`config.mk`:
```
export PLATFORM = sky130hd
export DESIGN_NAME = enc_16x4_seq
export DESIGN_NICKNAME = d
export VERILOG_FILES = /design/src/rtl/enc_16x4_seq.sv
export SDC_FILE = /design/constraint.sdc
export NUM_CORES = 1
export LEC_CHECK = 0
export CORE_MARGIN = 2
export CORE_UTILIZATION = 50
export CTS_CLUSTER_DIAMETER = 50
export DETAILED_ROUTE_END_ITERATION = 16
export PLACE_DENSITY = 0.76
export RECOVER_POWER = 25
export SLEW_MARGIN = 0
export SYNTH_ARGS = -nofsm -noshare
export SYNTH_HDL_FRONTEND = slang
export SYNTH_SLANG_ARGS = --single-unit
```
`constraint.sdc`:
```
create_clock -name clk -period 6.47 [get_ports clk]
set_clock_uncertainty 0.15 [all_clocks]
set_input_delay 1.294 -clock clk [delete_from_list [all_inputs] [get_ports clk]]
set_output_delay 1.294 -clock clk [all_outputs]
set_load 0.02 [all_outputs]
```
`src/rtl/enc_16x4_seq.sv`:
```
// enc_16x4_seq: sequential 16-to-4 index encoder.
//
// A request vector is captured on the input handshake. Its set bits are then
// emitted as binary indices, lowest index first, one per output handshake.
// When the final index is taken the block returns to IDLE and accepts the
// next vector. The two handshakes never overlap, so consecutive vectors are
// separated by one cycle with no out_valid.
//
// Handshake rule for both ports: a transfer happens on a rising clock edge
// where valid and ready are both high. Once valid is raised, the data and
// valid stay stable until that transfer. out_* and in_ready come only from
// registered state and never depend combinationally on out_ready or in_valid.
//
// N must equal 2**IDX_W.

module enc_16x4_seq #(
    parameter int N     = 16,
    parameter int IDX_W = 4
) (
    input  logic             clk,
    input  logic             rst_n,
    input  logic             in_valid,
    output logic             in_ready,
    input  logic [N-1:0]     in_vec,
    output logic             out_valid,
    input  logic             out_ready,
    output logic [IDX_W-1:0] out_idx,
    output logic             out_last,
    output logic [IDX_W:0]   pend_cnt,
    output logic             err_empty
);

    typedef enum logic [0:0] {
        ST_IDLE = 1'b0,
        ST_EMIT = 1'b1
    } state_t;

    state_t           state_q, state_d;
    logic [N-1:0]     pend_q, pend_d;
    logic             err_empty_q, err_empty_d;

    // Combinational views of the pending vector.
    logic [IDX_W-1:0] low_idx;
    logic [IDX_W:0]   pop;
    logic             single_bit;
    logic             in_fire;
    logic             out_fire;

    // Lowest set bit of pend_q. Scan from the top down so that the last
    // match, which is the lowest bit, wins. The result is 0 when pend_q is 0.
    always_comb begin
        low_idx = '0;
        for (int i = N - 1; i >= 0; i--) begin
            if (pend_q[i]) begin
                low_idx = IDX_W'(i);
            end
        end
    end

    // Population count of pend_q. It needs IDX_W+1 bits to hold N.
    always_comb begin
        pop = '0;
        for (int i = 0; i < N; i++) begin
            pop = pop + (IDX_W + 1)'(pend_q[i]);
        end
    end

    // Exactly one bit is set when the vector is nonzero and clearing its
    // lowest set bit leaves zero.
    always_comb begin
        single_bit = (pend_q != '0) && ((pend_q & (pend_q - N'(1))) == '0);
    end

    // Port outputs. All of them decode from registered state only.
    always_comb begin
        in_ready  = (state_q == ST_IDLE);
        out_valid = (state_q == ST_EMIT);
        out_idx   = (state_q == ST_EMIT) ? low_idx : '0;
        out_last  = (state_q == ST_EMIT) ? single_bit : 1'b0;
        pend_cnt  = (state_q == ST_EMIT) ? pop : '0;
        err_empty = err_empty_q;
        in_fire   = in_valid && in_ready;
        out_fire  = out_valid && out_ready;
    end

    // Next-state logic. The defaults hold all state and clear the empty flag,
    // which makes err_empty a one-cycle pulse.
    always_comb begin
        state_d     = state_q;
        pend_d      = pend_q;
        err_empty_d = 1'b0;
        unique case (state_q)
            ST_IDLE: begin
                if (in_fire) begin
                    if (in_vec != '0) begin
                        pend_d  = in_vec;
                        state_d = ST_EMIT;
                    end else begin
                        err_empty_d = 1'b1;
                    end
                end
            end
            ST_EMIT: begin
                if (out_fire) begin
                    // Clear the bit that was just emitted. When it was the
                    // last bit, pend becomes zero and pend_cnt reads 0 in IDLE.
                    pend_d[low_idx] = 1'b0;
                    if (single_bit) begin
                        state_d = ST_IDLE;
                    end
                end
            end
            default: begin
                state_d = ST_IDLE;
                pend_d  = '0;
            end
        endcase
    end

    // State registers. Reset is asynchronous, so a reset during EMIT drops
    // out_valid at once and discards the pending vector.
    always_ff @(posedge clk or negedge rst_n) begin
        if (!rst_n) begin
            state_q     <= ST_IDLE;
            pend_q      <= '0;
            err_empty_q <= 1'b0;
        end else begin
            state_q     <= state_d;
            pend_q      <= pend_d;
            err_empty_q <= err_empty_d;
        end
    end

endmodule

```
# Word-level counts from Yosys, hierarchy flattened
# Index checks and enable logic that the tools add are counted.
dict set report word_totals {
  register_bits 18
  in_bits 20
}
dict set report op_classes {
  addsub 16
  n_lt_le_gt_ge 2
  eq_ne 3
  muxes 33
  bitwise 4
  n_reduce_logical 8
}
# operator count
set op_table {}
lappend op_table {{two-way mux 4 bit} 17}
lappend op_table {{adder 5 x 1 -> 5 bit} 11}
lappend op_table {{two-way mux 16 bit} 3}
lappend op_table {{AND 16 bit} 2}
lappend op_table {{case mux 16 bit (2 select lines)} 1}
lappend op_table {{nonzero test 16 bit} 2}
lappend op_table {{logical NOT 16 bit} 1}
lappend op_table {{inverter 16 bit} 1}
lappend op_table {{subtractor 16 x 1 -> 16 bit, second input constant} 1}
lappend op_table {{two-way mux 1 bit} 9}
lappend op_table {{inequality test 2 x 1 -> 1 bit, second input constant} 3}
lappend op_table {{adder 4 x 1 -> 5 bit} 1}
lappend op_table {{< comparator 4 x 5 -> 1 bit, second input constant} 1}
lappend op_table {{two-way mux 5 bit} 1}
lappend op_table {{adder 3 x 1 -> 4 bit} 1}
lappend op_table {{demux 1 bit (select 4 bit)} 1}
lappend op_table {{>= comparator 4 x 1 -> 1 bit, second input constant} 1}
lappend op_table {{logical AND 1 bit} 4}
lappend op_table {{adder 2 x 1 -> 3 bit} 1}
lappend op_table {{AND reduction 3 bit} 1}
lappend op_table {{adder 1 x 1 -> 2 bit} 1}
lappend op_table {{case mux 1 bit (2 select lines)} 1}
lappend op_table {{inverter 1 bit} 1}

# Logic depth before layout (Yosys ltp)
dict set report depth {
  ltp_word 24
  ltp_mapped 14
}

# Worst setup path before layout
# OpenSTA, ideal clock, no wires.
dict set report synth_path {
  path_kind {flip-flop to output port}
  startpoint {register pend_q[5]}
  endpoint {output pend_cnt[2]}
  arrival_ns 3.684
  setup_slack_ns 1.342
  path_stages_with_launch 12
  path_buffers 0
  cell_sequence {dfrtp_1 -> inv_1 -> fa_1 -> fa_1 -> fa_1 -> fa_1 -> inv_1 -> ha_1 -> inv_1 -> fa_1 -> nor2b_1 -> nor3_1}
}
dict set report synth_between {
  elab_chain_len 12
}
# item line
set synth_rtl {}
lappend synth_rtl {{from (decl)} 39} ;# logic [N-1:0] pend_q, pend_d;
lappend synth_rtl {{from (signal assigned)} 129} ;# pend_q <= pend_d;
lappend synth_rtl {{adder 5 x 1 -> 5 bit (11 in a row)} 64} ;# pop = pop + (IDX_W + 1)'(pend_q[i]);
lappend synth_rtl {{two-way mux 5 bit} 80} ;# pend_cnt = (state_q == ST_EMIT) ? pop : '0;
lappend synth_rtl {{to (decl)} 29} ;# output logic [IDX_W:0] pend_cnt,
# No other way between the ends.

# Worst setup path in the final report
# Ends and elaborated chain as after synthesis.

==> impl_metrics.env <==
export IMPL_nets=273
export IMPL_grt_total_usage=0.261
export IMPL_cts_setup_buffers=0
export IMPL_synth_most_common_cell="inv_1"
export IMPL_synth_seq_cells=18
export IMPL_path_depth=12
export IMPL_die_w_um=64.0
export IMPL_tightest_slew_ps=892
export IMPL_max_freq_mhz=169
export IMPL_ant_nets=0
export IMPL_finalHoldViolations=0
export IMPL_synth_avg_cell_area_um2=8.69
export IMPL_timing_final_crit_share=0.912
export IMPL_routedWlPerCell_um=17.6
export IMPL_overflow=0
export IMPL_relSlewSlack=0.404
export IMPL_cp_required_ps=5030
export IMPL_synth_main_ff_cell="dfrtp_1"
export IMPL_clock_path_buffers=2
export IMPL_port_buffers=32
export IMPL_setup_tns_ps=0
export IMPL_worstHoldPathCells=2
export IMPL_grt_pass1_wl_um=8290
export IMPL_path_cells="inv_1, fa_1, fa_1, fa_1, fa_1, inv_1, ha_1, inv_1, fa_1, nor2b_1, nor3_1, clkdlybuf4s50_1"
export IMPL_slew_viol_final=0
export IMPL_cts_hold_buffers=0
export IMPL_diodes=0
export IMPL_cp_end_kind="primary output"
export IMPL_die_y_um=64.0
export IMPL_viasPerCell=6.07
export IMPL_rsz0062_at_grt="no"
export IMPL_fin_util=0.636
export IMPL_drt_iter0_drc=295
export IMPL_rr_worst_depth=5
export IMPL_clk_pin_slew_ps=110
export IMPL_drc=0
export IMPL_crit_slowest_cell="clkdlybuf4s50_1"
export IMPL_root_buffer="clkbuf_4"
export IMPL_cp_max_fo=8
export IMPL_cts_made_buffers=3
export IMPL_status="completed"
export IMPL_gp_congestion=0.934
export IMPL_io_pin_count=33
export IMPL_drive_above_1_share=0.0596
export IMPL_dp_hpwl_um=3860
export IMPL_start_kind="flip-flop"
export IMPL_cts_tree="built"
export IMPL_synth_area_leaders="dfrtp_1 (25%), fa_1 (11%), inv_1 (5.0%)"
export IMPL_synth_top_area_share=0.250
export IMPL_cts_htree_levels=1
export IMPL_synthesis_nets=244
export IMPL_setup_viol=0
export IMPL_start_util=0.531
export IMPL_ys_types=53
export IMPL_clkSinkCount=18
export IMPL_cts_resized=0
export IMPL_period_minus_slack_ps=5900
export IMPL_core_area_um2=3390
export IMPL_dieArea_um2=4090
export IMPL_cp_buffers_inverters=4
export IMPL_synthArstFlopShare=1.00
export IMPL_grt_pass1_vias=1622
export IMPL_cap_violations=0
export IMPL_antenna_found_initial=0
export IMPL_area_delta_synth_final_pct=19.8
export IMPL_hp_class="flip-flop to flip-flop"
export IMPL_vias=1706
export IMPL_critPathKind="flip-flop to primary output"
export IMPL_drt_total_wl_um=4940
export IMPL_cp_arrival_ps=4460
export IMPL_yosysTopAreaCell="dfrtp_1"
export IMPL_yosys_warnings=0
export IMPL_first_pass_iters=5
export IMPL_clkLatencyLatePin_ps=300
export IMPL_fill_cells=289
export IMPL_syn_inst=207
export IMPL_ys_seq_area_frac=0.250
export IMPL_grt_max_degree=29
export IMPL_cp_common_cell="fa_1"
export IMPL_max_stage_delay_ps=620
export IMPL_synth_edf_count=0
export IMPL_fp_row_count=21
export IMPL_synth_area_um2=1800
export IMPL_cp_top_family="adder cells"
export IMPL_yosys_top_cells_count="inv_1 (24), nor2_1 (20), dfrtp_1 (18)"
==> cell families (layout without fill, tap and decap cells) <==
logic type	after synthesis	in the layout	share of synthesized area
adder cells (fa/ha/maj)	17	17	0.160
AO/OA/AOI/OAI	60	60	0.244
multiplexers	7	7	0.0396
XOR/XNOR	1	1	0.00487
AND/OR/NAND/NOR	70	70	0.213
buffers and inverters	34	62	0.0883
flip-flops	18	18	0.250
==> area by class of cell <==
| cell class | instances | area [um^2] | share of cell area |
|---|---|---|---|
| clock buffer | 4 | 36.3 | 0.0168 |
| inverter | 25 | 93.8 | 0.0435 |
| tap | 46 | 57.6 | 0.0267 |
| multi-input combinational | 155 | 1190 | 0.552 |
| timing repair buffer | 33 | 328 | 0.152 |
| sequential | 18 | 450 | 0.209 |
==> stage by stage <==
step / hold WS (ps) / cells / setup slack, ps / instance area, um^2
5_1_grt: 631 / 281 / 378 / 2160
6_report: 581 / 281 / 569 / 2160
2_1_floorplan: 474 / 207 / 1340 / 1800
3_3_place_gp: 558 / 277 / 949 / 2120
3_5_place_dp: 563 / 277 / 914 / 2120
4_1_cts: 584 / 281 / 556 / 2160
==> tightest hold or removal path, delay by kind of cell, from the launching register on <==
family	cells	cell delay (ps)
AOI/OAI and AO/OA	1	80
buffers and inverters	1	120
DFF	1	500
==> metal layers <==
| metal | vias to the layer above | share of wire | global-route usage |
|---|---|---|---|
| li1 | 812 | - | - |
| met1 | 813 | 0.44 | 0.375 |
| met2 | 73 | 0.47 | 0.404 |
| met3 | 8 | 0.067 | 0.0493 |
| met4 | 0 | 0.016 | 0.0625 |
| met5 | - | 0 | 0 |
==> cells in the final DEF (no fill, tap or decap), types with 2 or more instances in the layout <==
master	count
clkdlybuf4s50_1	31
inv_1	24
nor2_1	20
dfrtp_1	18
a21oi_1	16
fa_1	10
nand2_1	9
nor3_1	7
nor4_1	7
a31oi_1	7
ha_1	7
nor2b_1	6
mux2i_1	6
nor4_2	4
nand2b_1	4
o21ai_1	4
a21o_1	3
a211oi_1	3
nand3_1	3
o31ai_1	3
clkbuf_4	3
and2_1	2
or4_1	2
o31a_1	2
o21a_1	2
o32ai_1	2
or3_1	2
o21ai_0	2
a41oi_1	2
==> worst paths after layout <==
| check | from | endpoint | slack (ps) |
|---|---|---|---|
| max in group asynchronous | rst_n | pend_q[13] | 4230 |
| worst min-delay path | pend_q[0] | pend_q[0] | 580 |
| worst max register to register | pend_q[2] | out_valid | 3960 |
| worst max-delay path | pend_q[5] | pend_cnt[2] | 570 |
| worst min register to register | pend_q[0] | pend_q[0] | 580 |
| min in group asynchronous | rst_n | pend_q[5] | 1400 |
==> registers in the layout (all words and copies together) (netlist names) <==
signal,cells
err_empty,1
out_valid,1
pend_q,16
Power is not shown: default switching activity piles up to over one toggle a cycle in this logic, so the estimate is an artifact.
